$ cat config.mk
export PLATFORM = sky130hd
export DESIGN_NAME = seg_scan_ctrl
export DESIGN_NICKNAME = d
export VERILOG_FILES = /design/src/rtl/seg_pkg.sv /design/src/rtl/seg_hex_decode.sv /design/src/rtl/seg_scan_ctrl.sv
export SDC_FILE = /design/constraint.sdc
export NUM_CORES = 1
export LEC_CHECK = 0
export ABC_AREA = 1
export CAP_MARGIN = 25
export CORE_MARGIN = 1
export CORE_UTILIZATION = 62
export CTS_BUF_LIST = sky130_fd_sc_hd__clkbuf_4 sky130_fd_sc_hd__clkbuf_8
export CTS_CLUSTER_DIAMETER = 50
export DETAILED_ROUTE_END_ITERATION = 6
export PLACE_DENSITY = 0.94
export SLEW_MARGIN = 20
export SYNTH_ARGS = -nofsm -noshare
export SYNTH_HDL_FRONTEND = slang
export SYNTH_SLANG_ARGS = --single-unit
export TNS_END_PERCENT = 100
$ cat constraint.sdc
create_clock -name clk -period 4.05 [get_ports clk]
set_input_delay 0.6075 -clock clk [delete_from_list [all_inputs] [get_ports clk]]
set_output_delay 0.6075 -clock clk [all_outputs]
set_load 0.03 [all_outputs]
$ cat src/rtl/seg_pkg.sv
// Shared definitions for the multiplexed 7-segment scan driver:
// segment bit positions, the blank code and the hex glyph table.
package seg_pkg;

  localparam int SEG_A  = 0;
  localparam int SEG_G  = 6;
  localparam int SEG_DP = 7;

  localparam logic [7:0] SEG_OFF = 8'h00;

  // Active-high {g,f,e,d,c,b,a} glyph for one hex nibble
  function automatic logic [6:0] hex7(input logic [3:0] nib);
    logic [6:0] g;
    unique case (nib)
      4'h0: g = 7'h3F;
      4'h1: g = 7'h06;
      4'h2: g = 7'h5B;
      4'h3: g = 7'h4F;
      4'h4: g = 7'h66;
      4'h5: g = 7'h6D;
      4'h6: g = 7'h7D;
      4'h7: g = 7'h07;
      4'h8: g = 7'h7F;
      4'h9: g = 7'h6F;
      4'hA: g = 7'h77;
      4'hB: g = 7'h7C;
      4'hC: g = 7'h39;
      4'hD: g = 7'h5E;
      4'hE: g = 7'h79;
      4'hF: g = 7'h71;
    endcase
    return g;
  endfunction

endpackage

$ cat src/rtl/seg_hex_decode.sv
// Nibble + blank + decimal point to an active-high {dp,g..a} code.
// Blanking clears only the glyph; the decimal point always passes.
module seg_hex_decode
  import seg_pkg::*;
(
  input  logic [3:0] nib,
  input  logic       blank,
  input  logic       dp,
  output logic [7:0] code
);

  always_comb begin
    code = SEG_OFF;
    code[SEG_DP] = dp;
    if (!blank) code[SEG_G:SEG_A] = hex7(nib);
  end

endmodule

$ cat src/rtl/seg_scan_ctrl.sv
// Multiplexed 7-segment scan driver with blanking, PWM brightness,
// blink, leading-zero suppression and per-frame input snapshots.
module seg_scan_ctrl
  import seg_pkg::*;
#(
  parameter int CLK_FRE     = 12_000_000,
  parameter int DIG_NUM     = 4,
  parameter int SCAN_HZ     = 750,
  parameter int BLINK_HZ    = 2,
  parameter int BLANK_CYC   = 16,
  parameter bit DIG_ACT_LOW = 1'b1,
  parameter bit SEG_ACT_LOW = 1'b1
) (
  input  logic                 clk,
  input  logic                 rst,
  input  logic [4*DIG_NUM-1:0] data_i,
  input  logic [DIG_NUM-1:0]   dp_i,
  input  logic [DIG_NUM-1:0]   blink_i,
  input  logic                 lz_en_i,
  input  logic [3:0]           bright_i,
  output logic [DIG_NUM-1:0]   dig,
  output logic [7:0]           smg,
  output logic                 frame_o
);

  localparam int SLOT_CYC  = CLK_FRE / (SCAN_HZ * DIG_NUM);
  localparam int PH_CYC    = SLOT_CYC / 16;
  localparam int BLINK_CYC = CLK_FRE / (2 * BLINK_HZ);
  localparam int CW = $clog2(SLOT_CYC);
  localparam int PW = (PH_CYC > 1) ? $clog2(PH_CYC) : 1;
  localparam int IW = (DIG_NUM > 1) ? $clog2(DIG_NUM) : 1;
  localparam int BW = (BLINK_CYC > 1) ? $clog2(BLINK_CYC) : 1;

  localparam logic [DIG_NUM-1:0] DIG_IDLE = {DIG_NUM{DIG_ACT_LOW}};
  localparam logic [7:0] SEG_POL  = {8{SEG_ACT_LOW}};
  localparam logic [7:0] SEG_IDLE = SEG_OFF ^ SEG_POL;

  if (SLOT_CYC % 16 != 0 || BLANK_CYC >= PH_CYC ||
      DIG_NUM < 1 || DIG_NUM > 8) begin : g_bad_cfg
    $error("seg_scan_ctrl: inconsistent timing parameters");
  end

  logic [CW-1:0]        cnt;
  logic [PW-1:0]        ph_cnt;
  logic [3:0]           ph;
  logic [IW-1:0]        idx;
  logic [BW-1:0]        bcnt;
  logic                 blink_ph;
  logic [4*DIG_NUM-1:0] data_snap;
  logic [DIG_NUM-1:0]   dp_snap;
  logic [DIG_NUM-1:0]   blink_snap;
  logic                 lz_snap;
  logic [3:0]           bright_snap;

  logic                 slot_end;
  logic                 frame_start;
  logic                 ph_end;
  logic                 lit;
  logic [3:0]           nibs [DIG_NUM];
  logic [DIG_NUM-1:0]   lz_mask;
  logic [DIG_NUM-1:0]   sel;
  logic [7:0]           code;

  assign slot_end    = cnt == CW'(SLOT_CYC - 1);
  assign frame_start = slot_end && idx == IW'(DIG_NUM - 1);
  assign ph_end      = ph_cnt == PW'(PH_CYC - 1);
  assign sel         = DIG_NUM'(1) << idx;

  assign lit = cnt >= CW'(BLANK_CYC) && ph <= bright_snap &&
               !(blink_snap[idx] && blink_ph);

  // A digit is suppressed while every nibble from the left up to it is zero
  always_comb begin
    logic zrun;
    zrun    = lz_snap;
    lz_mask = '0;
    for (int k = 0; k < DIG_NUM; k++) begin
      nibs[k] = data_snap[4*(DIG_NUM-k)-1 -: 4];
      zrun    = zrun && nibs[k] == 4'h0;
      if (k < DIG_NUM - 1) lz_mask[k] = zrun;
    end
  end

  seg_hex_decode u_dec (
    .nib   (nibs[idx]),
    .blank (lz_mask[idx]),
    .dp    (dp_snap[idx]),
    .code  (code)
  );

  always_ff @(posedge clk) begin
    if (rst) begin
      cnt         <= '0;
      ph_cnt      <= '0;
      ph          <= '0;
      idx         <= '0;
      bcnt        <= '0;
      blink_ph    <= 1'b0;
      data_snap   <= '0;
      dp_snap     <= '0;
      blink_snap  <= '0;
      lz_snap     <= 1'b0;
      bright_snap <= 4'hF;
      frame_o     <= 1'b0;
      dig         <= DIG_IDLE;
      smg         <= SEG_IDLE;
    end else begin
      if (bcnt == BW'(BLINK_CYC - 1)) begin
        bcnt     <= '0;
        blink_ph <= ~blink_ph;
      end else begin
        bcnt <= bcnt + 1'b1;
      end

      if (slot_end) begin
        cnt    <= '0;
        ph_cnt <= '0;
        ph     <= '0;
        idx    <= (idx == IW'(DIG_NUM - 1)) ? '0 : idx + 1'b1;
      end else begin
        cnt <= cnt + 1'b1;
        if (ph_end) begin
          ph_cnt <= '0;
          ph     <= ph + 1'b1;
        end else begin
          ph_cnt <= ph_cnt + 1'b1;
        end
      end

      if (cnt == '0) bright_snap <= bright_i;

      // Whole-frame capture keeps a multi-digit value from tearing
      if (frame_start) begin
        data_snap  <= data_i;
        dp_snap    <= dp_i;
        blink_snap <= blink_i;
        lz_snap    <= lz_en_i;
      end

      frame_o <= frame_start;
      dig     <= lit ? (sel ^ DIG_IDLE) : DIG_IDLE;
      smg     <= lit ? (code ^ SEG_POL) : SEG_IDLE;
    end
  end

endmodule

**Word-level counts from Yosys, hierarchy flattened**

Memory sizes are Yosys's and may differ from the RTL's.
Index checks and enable logic that the tools add are counted.
Widths: inputs -> output; s select.

- Add/subtract/negate cells: 5
- $lt $le $gt $ge: 4
- Equal/unequal tests: 4
- Shifts and indexed selects: 1
- Mux-type cells: 11
- Bitwise logic cells: 5
- Reductions and logical operators: 16

Operator list:

| cell | number |
|---|---|
| $add 22x1->22 const B | 1 |
| $eq 22x22->1 const B | 1 |
| $add 12x1->12 const B | 1 |
| $eq 12x12->1 const B | 1 |
| $ge 12x5->1 const B | 1 |
| $logic_not 12->1 | 1 |
| $logic_not 4->1 | 3 |
| $add 8x1->8 const B | 1 |
| $bmux 4 s2 | 1 |
| $eq 8x8->1 const B | 1 |
| $mux 4 | 2 |
| $not 8->8 | 1 |
| $logic_and 1x1->1 | 7 |
| $mux 7 | 1 |
| $bmux 1 s2 | 3 |
| $reduce_or 2->1 | 3 |
| $add 4x1->4 const B | 1 |
| $le 4x4->1 | 1 |
| $not 4->4 | 1 |
| $shl 1x2->4 const A | 1 |
| $ge 3x3->1 const B | 1 |
| $lt 2x3->1 const B | 1 |
| $mux 1 | 3 |
| $not 2->3 | 1 |
| 6 further kinds | 7 |

- Flip-flop bits (word level): 91
- Memory bits (read-only): 112
- Output and inout port bits: 13
- Memories kept: 1

Memories:

| memory | depth | width | rd ports | clocked after Yosys merged registers in | write ports | RTL line | RTL |
|---|---|---|---|---|---|---|---|
| (no name shown) | 16 | 7 | 1 | 0 | 0 | seg_pkg.sv:14 | `unique case (nib)` |

**Logic depth before layout (Yosys ltp)**

- Depth after elaboration: 8
- Depth in mapped cells: 14

**Hierarchy**

From an unflattened synthesis, not the netlist that was laid out.

- Cell total of the unflattened synthesis: 612
- Area total of the unflattened synthesis: 4416.7 µm²

By module, submodules not included:

| module | times used | cells an instance | area each (µm²) | seq. area each (µm²) |
|---|---|---|---|---|
| seg_scan_ctrl | 1 | 562 | 4126.5 | 1821.7 |
| seg_hex_decode | 1 | 50 | 290.3 | 0.0 |

**Worst setup path after synthesis**

Ideal clock, no wire load.

- Path kind: register -> register
- Start point: register idx[1]
- End point: register smg[1]
- Data arrival time: 1589 ps
- Required time: 3928 ps
- Path slack: 2339 ps
- Stages on the path, launching flop included: 13
- Cells stage by stage: dfxtp_1 -> buf_4 -> inv_1 -> buf_2 -> nor2_1 -> nand2_1 -> nand2_1 -> inv_1 -> ha_1 -> inv_1 -> o21ai_0 -> nand3_1 -> nand2_1

- Cells in the longest elaborated chain, start to end: 7
- Elaborated cells on any way between the ends: 16

Ends and longest elaborated chain:

| what | RTL line | RTL |
|---|---|---|
| start: declaration | seg_scan_ctrl.sv:46 | `logic [IW-1:0] idx;` |
| start signal: assignment | seg_scan_ctrl.sv:119 | `idx <= (idx == IW'(DIG_NUM - 1)) ? '0 : idx + 1'b1;` |
| $not 2->3 (implied by the code) / $bmux 1 s2 (equally long branches) | seg_scan_ctrl.sv:85, seg_scan_ctrl.sv:70 |  |
| $bmux 4 s2 / $mux 1 (equally long branches) | seg_scan_ctrl.sv:85, seg_scan_ctrl.sv:70 |  |
| $mux 4 (implied by the code) / $logic_and 1x1->1 (equally long branches) | seg_scan_ctrl.sv:85, seg_scan_ctrl.sv:70 |  |
| $mux 4 (implied by the code) / $logic_not 1->1 (equally long branches) | seg_scan_ctrl.sv:85, seg_scan_ctrl.sv:70 |  |
| $mem_v2 16x7 / $logic_and 1x1->1 (equally long branches) | n/a |  |
| $mux 7 / $not 1->1 (equally long branches) | n/a |  |
| $not 8->8 (no source line) / $reduce_or 2->1 (equally long branches) | n/a |  |
| end signal: assignment | seg_scan_ctrl.sv:142 | `smg <= lit ? (code ^ SEG_POL) : SEG_IDLE;` |
| end: declaration | seg_scan_ctrl.sv:22 | `output logic [7:0] smg,` |

Parallel ways exist; a longest one is shown, timed or not. The select of a mux whose other input is x is not followed.
A chain may end at the register's enable or synchronous reset.

**Final worst setup path**

- Start point: register idx[0]
- End point: register smg[1]

Same word-level chain as after synthesis.

==> impl.org <==
** Clock tree
- Root cell of the clock tree :: clkbuf_8
- The clock net in this run drives a total of 91 sinks.
- After clock tree synthesis, the clock-pin slew on the worst setup and hold paths is 0.09 ns.
- In this run the post-CTS setup repair buffer count came out at 0.
- CTS resizes :: 0
- Number of clock buffers inserted by TritonCTS :: 9
- In this run, post-CTS hold repair placed 0 buffers.
- The clock tree synthesis step divided the H-tree into 3 levels.
- Counting along the longest clock path gives a buffer depth of 2.
- Clock latency on the worst-skew pair, taken at its later pin, is 0.36 ns.
- CTS tree :: built

** Floorplan
- FP Rows :: 31
- The die covers 7760 µm².
- Count of boundary I/O pins :: 44
- Height of the die :: 88.1 µm
- Core area :: 7210 µm²
- Initial standard-cell utilization of the core :: 0.637
- In this run the horizontal extent of the chip is 88.1 µm.

** Yosys
- Synthesis produced 681 cells.
- Library cells used by synthesis :: 31
- Yosys warnings :: 0
- The share of the Yosys chip area taken by registers is 0.396.
- A synthesized cell averages 6.75 µm².
- Post-synthesis instance area :: 4600 µm²
- When the netlist entered floorplanning its net count stood at 732.
- Synthesis inferred 91 register bits.

** Drt
- First-pass iteration count of the detailed router :: 5
- The detailed router placed 4,235 vias in this run.
- Routed wire length :: 9590 µm
- In the final routed layout, each cell accounts on average for 11.6 µm.
- Vias per inst :: 5.15
- In this run, the number of DRC markers left after iteration 0 of detailed routing was 187.
- Antenna Violating Nets Remaining :: 0
- After detailed routing, the number of remaining DRC violations is 0.

** Hold path
- In this run the most critical hold path is launched from cnt[0]$_SDFF_PP0_.
- The path class of the tightest hold or removal check is reg -> reg.

** Worst setup path
- STA classifies the critical path endpoint as a flop.
- In this run the critical register-to-register path is launched from idx[0]$_SDFFE_PP0N_.
- Critical path startpoint :: idx[0]$_SDFFE_PP0N_
- The worst setup path is of the reg -> reg kind.
- Crit path required time :: 4.35 ns
- STA classifies the critical path startpoint as a flop.
- Data on the critical path arrives at its endpoint at 2.59 ns.
- Of all nets on the critical path, the largest fanout is 18.

** Place
- Number of placed cells counting well taps :: 808
- Buffers placed on the I/O ports in this run total 43.
- At the end of routability-driven placement, the weighted congestion stood at 0.873.
- Instance area after placement :: 5040 µm²
- Final HPWL from detailed placement :: 6980 µm

** Run status
- The flow ran to the end, and the final reports show no timing, DRC or antenna violations.

** STA
- Pins over their slew limit :: 0
- Layout Skew :: 0.00857 ns
- Setup repair after global routing left no endpoint under its margin.
- Dividing the final minimum period by the clock period gives 0.565.
- After routing, the total negative slack on setup checks comes to 0 ns.
- For the finished layout, the period the worst path requires is 2.29 ns.
- The final hold violation count was 0.
- For the pin with the worst max-slew slack, the measured transition is 0.690 ns.
- Relative slew slack :: 0.539
- Smallest hold slack :: 0.471 ns
- Setup violations remaining at the end of the flow were counted as 0.
- Fmax achieved :: 437 MHz

** Global routing
- Entering global routing, the biggest net connects 52 pins.
- Aggregate global-route resource usage :: 0.268
- The number of global-route vias before repair is 3,960.
- After global routing the overflow that remains totals 0.
- The first global-routing pass estimated 16,300 µm of wire.
- Initial antenna violation count :: 0

** Power and ir drop
- Worst vdd rail ir drop :: 0.000229 V
- Power density cells :: 307 nW/µm²
- Total power for the finished layout comes to 1.61 mW.
- Pleak :: 2.29 nW

** Job
- Max-Cap Viols :: 0

** Layout
- The filler cells instantiated in the layout total 605.
- After routing the design area is 5240 µm².
- Count of non-filler cells in the finished layout :: 823
- In the final design database the tool counted 771 nets.
- Of the cells placed in the final design, the portion with a size suffix greater than 1 is 0.0497.
- Compared with the post-synthesis result, the final layout area differs by 14.0%.
- 0 antenna diodes ended up in the layout.
==> cell usage after synthesis (all sizes together) <==
cell type	instances	area share
a21oi	27	0.029
buf	13	0.022
clkbuf	3	0.0024
clkinv	1	0.00082
dfxtp	91	0.40
ha	20	0.054
inv	81	0.066
nand2	206	0.17
nand3	58	0.068
nand3b	3	0.0049
nand4	8	0.011
nor2	131	0.11
nor3	7	0.010
nor3b	2	0.0044
o21a	2	0.0033
o21ai	9	0.0098
or2	3	0.0041
xnor2	5	0.0095
xor2	11	0.021
==> cells in the final DEF (no fill, tap or decap) <==
cell / n
nand2_1: 201
nor2_1: 125
dfxtp_1: 91
inv_1: 78
nand3_1: 55
clkdlybuf4s50_1: 43
a21oi_1: 27
ha_1: 20
xor2_1: 11
clkbuf_8: 10
nand4_1: 8
o21ai_0: 8
nor3_1: 6
nor2_2: 5
nand2_2: 5
xnor2_1: 5
inv_2: 3
nand3b_1: 3
nand3_2: 2
or2_0: 2
o21a_1: 2
o21ai_1: 1
nor3_4: 1
clkinv_1: 1
or2_2: 1
nor2_4: 1
nand3_4: 1
nor3b_1: 1
nor3b_2: 1
clkinvlp_4: 1
bufinv_16: 1
clkinv_4: 1
clkbuf_4: 1
clkinv_2: 1
buf_4: 1
==> routing by layer <==
metal,global-route usage,vias to the layer above,share of wire
met5,0,-,0
met4,0.132,0,0.028
met3,0.0443,30,0.042
met2,0.455,109,0.48
met1,0.330,1919,0.45
li1,-,2177,-
==> where the power goes <==
| part | internal, mW | leakage, nW | total [mW] | switching [mW] |
|---|---|---|---|---|
| registers | 0.906 | 0.736 | 0.917 | 0.0105 |
| clock network | 0.306 | 0.0988 | 0.613 | 0.307 |
| logic | 0.0414 | 1.45 | 0.0776 | 0.0363 |
| total | 1.25 | 2.29 | 1.61 | 0.354 |
==> cell families after synthesis <==
family | after synthesis | share of synthesized area
fa+ha+maj | 20 | 0.0544
flops | 91 | 0.396
xor+xnor | 16 | 0.0305
compound gates | 38 | 0.0425
buf+inv | 98 | 0.0917
simple gates | 418 | 0.385
==> registers in the layout, summed over array words and instances (netlist names) <==
| signal | count |
|---|---|
| bcnt | 22 |
| data_snap | 16 |
| cnt | 12 |
| ph_cnt | 8 |
| smg | 8 |
| blink_snap | 4 |
| bright_snap | 4 |
| dig | 4 |
| dp_snap | 4 |
| ph | 4 |
| idx | 2 |
| blink_ph | 1 |
| frame_o | 1 |
| lz_snap | 1 |
==> final timing paths <==
path / depth (start not counted) / endpoint / slack [ns]
setup / recovery: 10 / smg[1]$_SDFF_PP1_ / 1.76
hold / removal: 1 / cnt[0]$_SDFF_PP0_ / 0.47
setup reg to reg: 10 / smg[1]$_SDFF_PP1_ / 1.76
hold reg to reg: 1 / cnt[0]$_SDFF_PP0_ / 0.47
==> worst max-delay path, stage by stage (launching register included) <==
cell and delay [ns]:
dfxtp_1 0.74, inv_2 0.26, nand2_1 0.12, nand3_1 0.07, nand2_1 0.21, inv_1 0.13
ha_1 0.30, inv_1 0.04, o21ai_0 0.19, nand3_1 0.10, nand2_1 0.07
==> layout make-up <==
type	count	area, µm²	share of cell area
clock inverters	4	51.3	0.00979
flip-flops and latches	91	1820	0.348
clock buffers	11	145	0.0277
multi-input cells	492	2350	0.449
inverters	82	308	0.0587
well taps	99	124	0.0236
repair buffers	44	438	0.0836
==> stage by stage <==
step / setup slack, ns / utilization
finish: 1.76 / 0.727
CTS: 1.80 / 0.727
global route: 1.57 / 0.727
detailed placement: 1.86 / 0.699
global placement: 1.93 / 0.699
floorplan: 2.34 / -
Note: power is estimated with default switching activity, not from simulation.
